## src/rtl/ppu_vram_responder_if.sv

```systemverilog
// Bundle of the pixel-pipeline, sprite-flag, CPU and BRAM signals served by
// ppu_vram_responder. The slave modport is the responder's view and the
// master modport is the view of everything around it.
//
// Handshake semantics: every request (addr_valid_in, flag_request_in,
// cpu_rd_in/cpu_wr_in) is level-held with a stable address until its one-cycle
// response pulse (data_valid_out, valid_flags_out, cpu_ack_out) and is dropped
// in the following cycle. A request still high once the channel is idle again
// counts as a new request.
interface ppu_vram_responder_if;
  logic [15:0] addr_in;
  logic        addr_valid_in;
  logic [7:0]  data_out;
  logic        data_valid_out;
  logic [15:0] flag_addr_in;
  logic        flag_request_in;
  logic [7:0]  sprite_flags_out;
  logic        valid_flags_out;
  logic [15:0] cpu_addr_in;
  logic        cpu_rd_in;
  logic        cpu_wr_in;
  logic [7:0]  cpu_data_in;
  logic [7:0]  cpu_data_out;
  logic        cpu_ack_out;
  logic [1:0]  ppu_mode_in;
  logic        lcd_on_in;
  logic [12:0] vram_addr_out;
  logic        vram_we_out;
  logic [7:0]  vram_din_out;
  logic [7:0]  vram_dout_in;
  logic [7:0]  oam_addr_out;
  logic        oam_we_out;
  logic [7:0]  oam_din_out;
  logic [7:0]  oam_dout_in;
  logic [1:0]  vram_state_dbg;
  logic [1:0]  oam_state_dbg;

  modport slave (
    input  addr_in, addr_valid_in, flag_addr_in, flag_request_in,
    input  cpu_addr_in, cpu_rd_in, cpu_wr_in, cpu_data_in,
    input  ppu_mode_in, lcd_on_in, vram_dout_in, oam_dout_in,
    output data_out, data_valid_out, sprite_flags_out, valid_flags_out,
    output cpu_data_out, cpu_ack_out,
    output vram_addr_out, vram_we_out, vram_din_out,
    output oam_addr_out, oam_we_out, oam_din_out,
    output vram_state_dbg, oam_state_dbg
  );

  modport master (
    output addr_in, addr_valid_in, flag_addr_in, flag_request_in,
    output cpu_addr_in, cpu_rd_in, cpu_wr_in, cpu_data_in,
    output ppu_mode_in, lcd_on_in, vram_dout_in, oam_dout_in,
    input  data_out, data_valid_out, sprite_flags_out, valid_flags_out,
    input  cpu_data_out, cpu_ack_out,
    input  vram_addr_out, vram_we_out, vram_din_out,
    input  oam_addr_out, oam_we_out, oam_din_out,
    input  vram_state_dbg, oam_state_dbg
  );
endinterface

```

## src/rtl/ppu_vram_responder.sv

```systemverilog
// VRAM/OAM responder: two independent single-outstanding channels, each the
// sole owner of one single-port BRAM, arbitrating a PPU requester against the
// CPU with DMG-style mode blocking.

// One BRAM channel. PPU request wins over CPU in IDLE. Accesses that must not
// touch the BRAM (out of range, blocked, unmapped) bypass it but keep the
// normal response timing: PPU reads still pulse at A+2+READ_LATENCY, CPU
// bypasses ack at A+1 through the WRITE state.
module ppu_vram_responder_chan #(
  parameter int AW           = 13,
  parameter int READ_LATENCY = 2
) (
  input  logic          clk,
  input  logic          rst_n,
  input  logic          ppu_req,
  input  logic          ppu_hit,
  input  logic [AW-1:0] ppu_idx,
  input  logic          cpu_req,
  input  logic          cpu_wr,
  input  logic          cpu_hit,
  input  logic          cpu_blocked,
  input  logic [AW-1:0] cpu_idx,
  input  logic [7:0]    cpu_wdata,
  input  logic [7:0]    bram_dout,
  output logic [AW-1:0] bram_addr,
  output logic          bram_we,
  output logic [7:0]    bram_din,
  output logic [7:0]    ppu_data,
  output logic          ppu_valid,
  output logic [7:0]    cpu_data,
  output logic          cpu_ack,
  output logic          cpu_dvalid,
  output logic [1:0]    state_dbg
);
  localparam int CW = $clog2(READ_LATENCY + 2);

  typedef enum logic [1:0] {IDLE = 2'd0, READ = 2'd1, RESP = 2'd2, WRITE = 2'd3} state_t;

  state_t        state;
  logic [CW-1:0] cnt;
  logic          owner_cpu;
  logic          use_bram;
  logic [7:0]    rd_value;

  assign state_dbg = state;
  assign rd_value  = use_bram ? bram_dout : 8'hFF;

  // Channel FSM with registered BRAM controls and response pulses.
  always_ff @(posedge clk or negedge rst_n) begin
    if (!rst_n) begin
      state      <= IDLE;
      cnt        <= '0;
      owner_cpu  <= 1'b0;
      use_bram   <= 1'b0;
      bram_addr  <= '0;
      bram_we    <= 1'b0;
      bram_din   <= 8'h00;
      ppu_data   <= 8'h00;
      ppu_valid  <= 1'b0;
      cpu_data   <= 8'h00;
      cpu_ack    <= 1'b0;
      cpu_dvalid <= 1'b0;
    end else begin
      bram_we    <= 1'b0;
      ppu_valid  <= 1'b0;
      cpu_ack    <= 1'b0;
      cpu_dvalid <= 1'b0;
      case (state)
        IDLE: begin
          if (ppu_req) begin
            owner_cpu <= 1'b0;
            use_bram  <= ppu_hit;
            if (ppu_hit) bram_addr <= ppu_idx;
            cnt   <= '0;
            state <= READ;
          end else if (cpu_req) begin
            owner_cpu <= 1'b1;
            if (cpu_wr) begin
              // Blocked or unmapped writes are acked and dropped.
              if (cpu_hit && !cpu_blocked) begin
                bram_addr <= cpu_idx;
                bram_din  <= cpu_wdata;
                bram_we   <= 1'b1;
              end
              cpu_ack <= 1'b1;
              state   <= WRITE;
            end else if (cpu_hit && !cpu_blocked) begin
              use_bram  <= 1'b1;
              bram_addr <= cpu_idx;
              cnt       <= '0;
              state     <= READ;
            end else begin
              cpu_data   <= 8'hFF;
              cpu_ack    <= 1'b1;
              cpu_dvalid <= 1'b1;
              state      <= WRITE;
            end
          end
        end
        READ: begin
          if (cnt == CW'(READ_LATENCY)) begin
            if (owner_cpu) begin
              cpu_data   <= rd_value;
              cpu_ack    <= 1'b1;
              cpu_dvalid <= 1'b1;
            end else begin
              ppu_data  <= rd_value;
              ppu_valid <= 1'b1;
            end
            state <= RESP;
          end else begin
            cnt <= cnt + 1'b1;
          end
        end
        RESP:    state <= IDLE;
        WRITE:   state <= IDLE;
        default: state <= IDLE;
      endcase
    end
  end
endmodule

module ppu_vram_responder #(
  parameter int READ_LATENCY = 2
) (
  input  logic                 clk_in,
  input  logic                 rst_in,
  ppu_vram_responder_if.slave  bus
);
  logic       pix_in_vram, flag_in_oam, cpu_in_vram, cpu_in_oam;
  logic       cpu_req, vram_blocked, oam_blocked;
  logic [7:0] v_cpu_data, o_cpu_data;
  logic       v_cpu_ack, o_cpu_ack, v_cpu_dvalid, o_cpu_dvalid;
  logic [7:0] cpu_data_hold, cpu_data_next;

  assign pix_in_vram  = (bus.addr_in[15:13] == 3'b100);
  assign flag_in_oam  = (bus.flag_addr_in[15:8] == 8'hFE) && (bus.flag_addr_in[7:0] < 8'hA0);
  assign cpu_in_vram  = (bus.cpu_addr_in[15:13] == 3'b100);
  assign cpu_in_oam   = (bus.cpu_addr_in[15:8] == 8'hFE) && (bus.cpu_addr_in[7:0] < 8'hA0);
  assign cpu_req      = bus.cpu_rd_in | bus.cpu_wr_in;
  assign vram_blocked = bus.lcd_on_in && (bus.ppu_mode_in == 2'd3);
  assign oam_blocked  = bus.lcd_on_in && bus.ppu_mode_in[1];

  // The VRAM channel also owns CPU accesses that decode to neither BRAM;
  // with cpu_hit low they take the 1-cycle bypass ack.
  ppu_vram_responder_chan #(.AW(13), .READ_LATENCY(READ_LATENCY)) u_vram (
    .clk         (clk_in),
    .rst_n       (rst_in),
    .ppu_req     (bus.addr_valid_in),
    .ppu_hit     (pix_in_vram),
    .ppu_idx     (bus.addr_in[12:0]),
    .cpu_req     (cpu_req && !cpu_in_oam),
    .cpu_wr      (bus.cpu_wr_in),
    .cpu_hit     (cpu_in_vram),
    .cpu_blocked (vram_blocked),
    .cpu_idx     (bus.cpu_addr_in[12:0]),
    .cpu_wdata   (bus.cpu_data_in),
    .bram_dout   (bus.vram_dout_in),
    .bram_addr   (bus.vram_addr_out),
    .bram_we     (bus.vram_we_out),
    .bram_din    (bus.vram_din_out),
    .ppu_data    (bus.data_out),
    .ppu_valid   (bus.data_valid_out),
    .cpu_data    (v_cpu_data),
    .cpu_ack     (v_cpu_ack),
    .cpu_dvalid  (v_cpu_dvalid),
    .state_dbg   (bus.vram_state_dbg)
  );

  ppu_vram_responder_chan #(.AW(8), .READ_LATENCY(READ_LATENCY)) u_oam (
    .clk         (clk_in),
    .rst_n       (rst_in),
    .ppu_req     (bus.flag_request_in),
    .ppu_hit     (flag_in_oam),
    .ppu_idx     (bus.flag_addr_in[7:0]),
    .cpu_req     (cpu_req && cpu_in_oam),
    .cpu_wr      (bus.cpu_wr_in),
    .cpu_hit     (1'b1),
    .cpu_blocked (oam_blocked),
    .cpu_idx     (bus.cpu_addr_in[7:0]),
    .cpu_wdata   (bus.cpu_data_in),
    .bram_dout   (bus.oam_dout_in),
    .bram_addr   (bus.oam_addr_out),
    .bram_we     (bus.oam_we_out),
    .bram_din    (bus.oam_din_out),
    .ppu_data    (bus.sprite_flags_out),
    .ppu_valid   (bus.valid_flags_out),
    .cpu_data    (o_cpu_data),
    .cpu_ack     (o_cpu_ack),
    .cpu_dvalid  (o_cpu_dvalid),
    .state_dbg   (bus.oam_state_dbg)
  );

  // Only one CPU access is ever in flight, so the acking channel owns the
  // CPU data bus for that cycle; otherwise the last delivered value is held.
  always_comb begin
    cpu_data_next = cpu_data_hold;
    if (v_cpu_dvalid)      cpu_data_next = v_cpu_data;
    else if (o_cpu_dvalid) cpu_data_next = o_cpu_data;
  end

  // Remember the last CPU read value shown on cpu_data_out.
  always_ff @(posedge clk_in or negedge rst_in) begin
    if (!rst_in) cpu_data_hold <= 8'h00;
    else         cpu_data_hold <= cpu_data_next;
  end

  assign bus.cpu_data_out = cpu_data_next;
  assign bus.cpu_ack_out  = v_cpu_ack | o_cpu_ack;
endmodule

```

## src/flat_wrapper.sv

```systemverilog
// flat-port wrapper written by rule: the top's interface ports become plain ports
module ppu_vram_responder_flat 
#(
  parameter int READ_LATENCY = 2
)
  (clk_in, rst_in, bus_addr_in, bus_addr_valid_in, bus_flag_addr_in, bus_flag_request_in, bus_cpu_addr_in, bus_cpu_rd_in, bus_cpu_wr_in, bus_cpu_data_in, bus_ppu_mode_in, bus_lcd_on_in, bus_vram_dout_in, bus_oam_dout_in, bus_data_out, bus_data_valid_out, bus_sprite_flags_out, bus_valid_flags_out, bus_cpu_data_out, bus_cpu_ack_out, bus_vram_addr_out, bus_vram_we_out, bus_vram_din_out, bus_oam_addr_out, bus_oam_we_out, bus_oam_din_out, bus_vram_state_dbg, bus_oam_state_dbg);
  ppu_vram_responder_if bus_i ();
  input  logic clk_in;
  input  logic rst_in;
  input wire logic [$bits(bus_i.addr_in)-1:0] bus_addr_in;
  input wire logic [$bits(bus_i.addr_valid_in)-1:0] bus_addr_valid_in;
  input wire logic [$bits(bus_i.flag_addr_in)-1:0] bus_flag_addr_in;
  input wire logic [$bits(bus_i.flag_request_in)-1:0] bus_flag_request_in;
  input wire logic [$bits(bus_i.cpu_addr_in)-1:0] bus_cpu_addr_in;
  input wire logic [$bits(bus_i.cpu_rd_in)-1:0] bus_cpu_rd_in;
  input wire logic [$bits(bus_i.cpu_wr_in)-1:0] bus_cpu_wr_in;
  input wire logic [$bits(bus_i.cpu_data_in)-1:0] bus_cpu_data_in;
  input wire logic [$bits(bus_i.ppu_mode_in)-1:0] bus_ppu_mode_in;
  input wire logic [$bits(bus_i.lcd_on_in)-1:0] bus_lcd_on_in;
  input wire logic [$bits(bus_i.vram_dout_in)-1:0] bus_vram_dout_in;
  input wire logic [$bits(bus_i.oam_dout_in)-1:0] bus_oam_dout_in;
  output wire logic [$bits(bus_i.data_out)-1:0] bus_data_out;
  output wire logic [$bits(bus_i.data_valid_out)-1:0] bus_data_valid_out;
  output wire logic [$bits(bus_i.sprite_flags_out)-1:0] bus_sprite_flags_out;
  output wire logic [$bits(bus_i.valid_flags_out)-1:0] bus_valid_flags_out;
  output wire logic [$bits(bus_i.cpu_data_out)-1:0] bus_cpu_data_out;
  output wire logic [$bits(bus_i.cpu_ack_out)-1:0] bus_cpu_ack_out;
  output wire logic [$bits(bus_i.vram_addr_out)-1:0] bus_vram_addr_out;
  output wire logic [$bits(bus_i.vram_we_out)-1:0] bus_vram_we_out;
  output wire logic [$bits(bus_i.vram_din_out)-1:0] bus_vram_din_out;
  output wire logic [$bits(bus_i.oam_addr_out)-1:0] bus_oam_addr_out;
  output wire logic [$bits(bus_i.oam_we_out)-1:0] bus_oam_we_out;
  output wire logic [$bits(bus_i.oam_din_out)-1:0] bus_oam_din_out;
  output wire logic [$bits(bus_i.vram_state_dbg)-1:0] bus_vram_state_dbg;
  output wire logic [$bits(bus_i.oam_state_dbg)-1:0] bus_oam_state_dbg;
  assign bus_i.addr_in = bus_addr_in;
  assign bus_i.addr_valid_in = bus_addr_valid_in;
  assign bus_i.flag_addr_in = bus_flag_addr_in;
  assign bus_i.flag_request_in = bus_flag_request_in;
  assign bus_i.cpu_addr_in = bus_cpu_addr_in;
  assign bus_i.cpu_rd_in = bus_cpu_rd_in;
  assign bus_i.cpu_wr_in = bus_cpu_wr_in;
  assign bus_i.cpu_data_in = bus_cpu_data_in;
  assign bus_i.ppu_mode_in = bus_ppu_mode_in;
  assign bus_i.lcd_on_in = bus_lcd_on_in;
  assign bus_i.vram_dout_in = bus_vram_dout_in;
  assign bus_i.oam_dout_in = bus_oam_dout_in;
  assign bus_data_out = bus_i.data_out;
  assign bus_data_valid_out = bus_i.data_valid_out;
  assign bus_sprite_flags_out = bus_i.sprite_flags_out;
  assign bus_valid_flags_out = bus_i.valid_flags_out;
  assign bus_cpu_data_out = bus_i.cpu_data_out;
  assign bus_cpu_ack_out = bus_i.cpu_ack_out;
  assign bus_vram_addr_out = bus_i.vram_addr_out;
  assign bus_vram_we_out = bus_i.vram_we_out;
  assign bus_vram_din_out = bus_i.vram_din_out;
  assign bus_oam_addr_out = bus_i.oam_addr_out;
  assign bus_oam_we_out = bus_i.oam_we_out;
  assign bus_oam_din_out = bus_i.oam_din_out;
  assign bus_vram_state_dbg = bus_i.vram_state_dbg;
  assign bus_oam_state_dbg = bus_i.oam_state_dbg;
  ppu_vram_responder #(.READ_LATENCY(READ_LATENCY)) u_core (.clk_in(clk_in), .rst_in(rst_in), .bus(bus_i));
endmodule
```

## config.mk

```make
export PLATFORM = sky130hd
export DESIGN_NAME = ppu_vram_responder_flat
export DESIGN_NICKNAME = d
export VERILOG_FILES = /design/src/rtl/ppu_vram_responder_if.sv /design/src/rtl/ppu_vram_responder.sv /design/src/flat_wrapper.sv
export SDC_FILE = /design/constraint.sdc
export NUM_CORES = 1
export LEC_CHECK = 0
export CAP_MARGIN = 20
export CORE_MARGIN = 5
export CORE_UTILIZATION = 50
export CTS_BUF_LIST = sky130_fd_sc_hd__clkbuf_8
export DETAILED_ROUTE_END_ITERATION = 7
export PLACE_DENSITY = 0.95
export RECOVER_POWER = 100
export SETUP_SLACK_MARGIN = 0.5
export SKIP_LAST_GASP = 1
export SYNTH_ARGS = -nofsm -noshare
export SYNTH_HDL_FRONTEND = slang
export SYNTH_SLANG_ARGS = --single-unit
export TNS_END_PERCENT = 20
```

## constraint.sdc

```tcl
create_clock -name clk_in -period 4.3 [get_ports clk_in]
set_clock_uncertainty 0.1 [all_clocks]
set_input_delay 0.86 -clock clk_in [delete_from_list [all_inputs] [get_ports clk_in]]
set_output_delay 0.86 -clock clk_in [all_outputs]
set_load 0.03 [all_outputs]
```

==> impl_results.md <==
* Final Net Count at 599
* Placed cell count at 612
* Post-Syn Area per Cell at 11.9 µm²
* CP Class: input port to register
* Post-synthesis register bit count at 97
* Starting density of the core at 0.506
* Post-synth EDFFs at 0
* Worst-margin pin slew at 1.75 ns
* Main synth FF type: dfrtp_1
* Final setup viols at 0
* Peak VDD IR at 0.371 mV
* Post-DP HPWL at 8.75 mm
* CTS tree: built
* Routability cong. at 0.890
* Count leader, synth: dfrtp_1
* Part of the power in combinational logic at 0.448
* Port bufs at 150
* GRT overflow at 0
* Setup TNS at 0 ns
* Clock Sinks at 97
* Clock root buffer: clkbuf_8
* # Post-CTS Setup Buffers at 0
* Clock transition at the registers of the reported paths at 0.09 ns
* 1st-iter DRT viols at 107
* Top cell type's share of synthesized area at 0.559
* CP Launch Type: input port
* Area of the core at 8590 µm²
* Post-synth cell types at 46
* Status: finished, violations left
* Int Power at 0.00217 W
* 1st-pass router iterations at 4
* # resized after CTS at 0
* IO Count at 151
* Async SR Flop Fraction at 1.00
* Clock network fraction of total power at 0.174
* Final Hold Viols at 0
* Area leader, netlist: dfrtp_1
* Initial antenna violation count at 0
* Worst hold path type: input port to async pin
* Critical path endpoint category: register
* Fin crit share at 0.775
* Failing checks: max-capacitance violations, max-slew violations
* Die W at 103 µm
* Final critical-path required period at 3.33 ns
* Max-cap violations at 1
* Synthesized cell area at 4340 µm²
* Max Slew Vio Count at 72
* Sequential Power Share at 0.378
* WHS at 0.341 ns
* Clock latency on the worst-skew pair at 0.35 ns
* Commonest cells post-synth: dfrtp_1 (97), mux2_2 (75), nor2_1 (42)
* R2R cell count at 4
* Leakage at 2.69 nW
* WP data arrival at 3.47 ns
* Mapped Cells at 365
* WL per Instance at 18.1 µm
* Via count at 3431
* Crit path required time at 4.44 ns
* Area grow syn2layout at 40.4%
* Global Route Usage Sum at 0.222
* Sw frac at 0.399
* Vias in the first global route at 3669
* Drt drc at 0
* Die H at 103 µm
* Global-route wire length before repair at 18.3 mm
* Antenna Nets Post-Route at 0
* Synth Warn # at 0
* Seq/Total Area, Yosys at 0.559
* Syn_nets at 448
* Final wirelength at 11.4 mm
* Largest net degree at the start of global routing at 81
* Fmax at 0.300 GHz
* # hold bufs at CTS at 0
* H-tree Lvls at 3
* Diodes inserted at 0
* Dominant cells by area after synthesis: dfrtp_1 (56%), mux2_2 (19%), nor2_1 (3.6%)
* Critical Path Fanout Max at 13
* Slew HR at -0.168
* Rows at 34
* Layout cells sized above 1 at 0.182
* Die area at 10700 µm²
* Maximum buffer depth of the clock tree at 2
* Total CTS buffers at 9
* Power Dens Cells at 592 nW/µm²
* RSZ-0062 raised after global routing: no
* Psw at 0.00144 W
* Vias per std cell at 5.45
* Post-route insts no fill at 629
==> sequential cells by signal, summed over array words and instances (netlist names), 2 cells and up <==
name	count
u_core.u_vram.bram_addr	13
u_core.cpu_data_hold	8
u_core.u_oam.bram_addr	8
u_core.u_oam.bram_din	8
u_core.u_oam.cpu_data	8
u_core.u_oam.ppu_data	8
u_core.u_vram.bram_din	8
u_core.u_vram.cpu_data	8
u_core.u_vram.ppu_data	8
u_core.u_oam.cnt	2
u_core.u_oam.state_dbg	2
u_core.u_vram.cnt	2
u_core.u_vram.state_dbg	2
==> area by class of cell <==
type / instances / area (µm²)
multi-input cells: 247 / 1780
repair buffers: 153 / 1520
fillers: 593 / 2490
clock buffers: 9 / 124
clock inverters: 7 / 86.3
inverters: 8 / 30.0
flip-flops and latches: 97 / 2430
well taps: 108 / 135
==> power by group through the flow <==
stage	clock [W]	sequential, W	combinational [W]
final	0.000627	0.00136	0.00162
after global routing	0.000682	0.00141	0.00174
after CTS	0.000638	0.00137	0.00173
after detailed placement	0	0.00139	0.00172
after global placement	0	0.00136	0.00168
after floorplan	0	0.00169	0.000675
==> worst paths after layout <==
kind                                            from  slack [ns]                         to
min reg2reg                 u_core.u_oam.bram_din[7]        0.41   u_core.u_oam.bram_din[7]
max reg2reg                u_core.u_oam.state_dbg[0]        1.79   u_core.u_oam.bram_din[5]
min in group clk_in         u_core.u_oam.bram_din[7]        0.41   u_core.u_oam.bram_din[7]
max                              bus_flag_request_in        0.97   u_core.u_oam.bram_din[5]
max in group asynchronous                     rst_in        1.63  u_core.u_vram.bram_din[6]
min                                           rst_in        0.34   u_core.u_oam.ppu_data[5]
==> routing by layer <==
layer	track usage	routed length, µm	vias to the layer above
li1	-	-	1592
met1	0.277	4550	1684
met2	0.379	5680	140
met3	0.0758	1040	15
met4	0.0468	126	0
met5	0	0	-
==> cells by family after synthesis <==
kind of cell | Yosys count | synth area share
muxes | 83 | 0.213
buffers and inverters | 21 | 0.0225
and+or+nand+nor | 108 | 0.122
adders and majority gates | 2 | 0.00576
AOI/OAI and AO/OA | 54 | 0.0781
DFF | 97 | 0.559
==> critical path: stages <==
cell	delay, ns
dlygate4sd3_1	0.74
or3_1	0.46
nor4_1	0.47
nand3_1	0.50
mux2_2	0.42
==> metrics by stage <==
| step | utilization | instance area, µm² | power (W) | worst slack [ns] |
|---|---|---|---|---|
| final | 0.710 | 6100 | 0.00361 | 0.970 |
| after global routing | 0.710 | 6100 | 0.00382 | 0.801 |
| after CTS | 0.714 | 6140 | 0.00374 | 1.14 |
| after detailed placement | 0.690 | 5930 | 0.00311 | 0.929 |
| after global placement | 0.690 | 5930 | 0.00304 | 1.01 |
| after floorplan | - | 4340 | 0.00237 | 1.81 |
==> placed cells by master, fill, tap and decap left out, drive strengths merged, types with 3 or more instances in the layout <==
master         synthesis  final
dfrtp                 97     97
clkdlybuf4s50          0     75
mux2                  75     75
dlygate4sd3            0     74
nor2                  42     42
nand2                 32     32
a21oi                 24     24
clkbuf                 7     11
o21ai                 10     10
mux2i                  8      8
inv                    6      7
clkinv                 2      5
nor2b                  4      4
and3                   4      4
nor3                   4      4
o21a                   3      3
nand4                  3      3
nor4                   3      3
nand3                  3      3
o31ai                  3      3
o22ai                  3      3
Power figures use the tool's default switching activity.
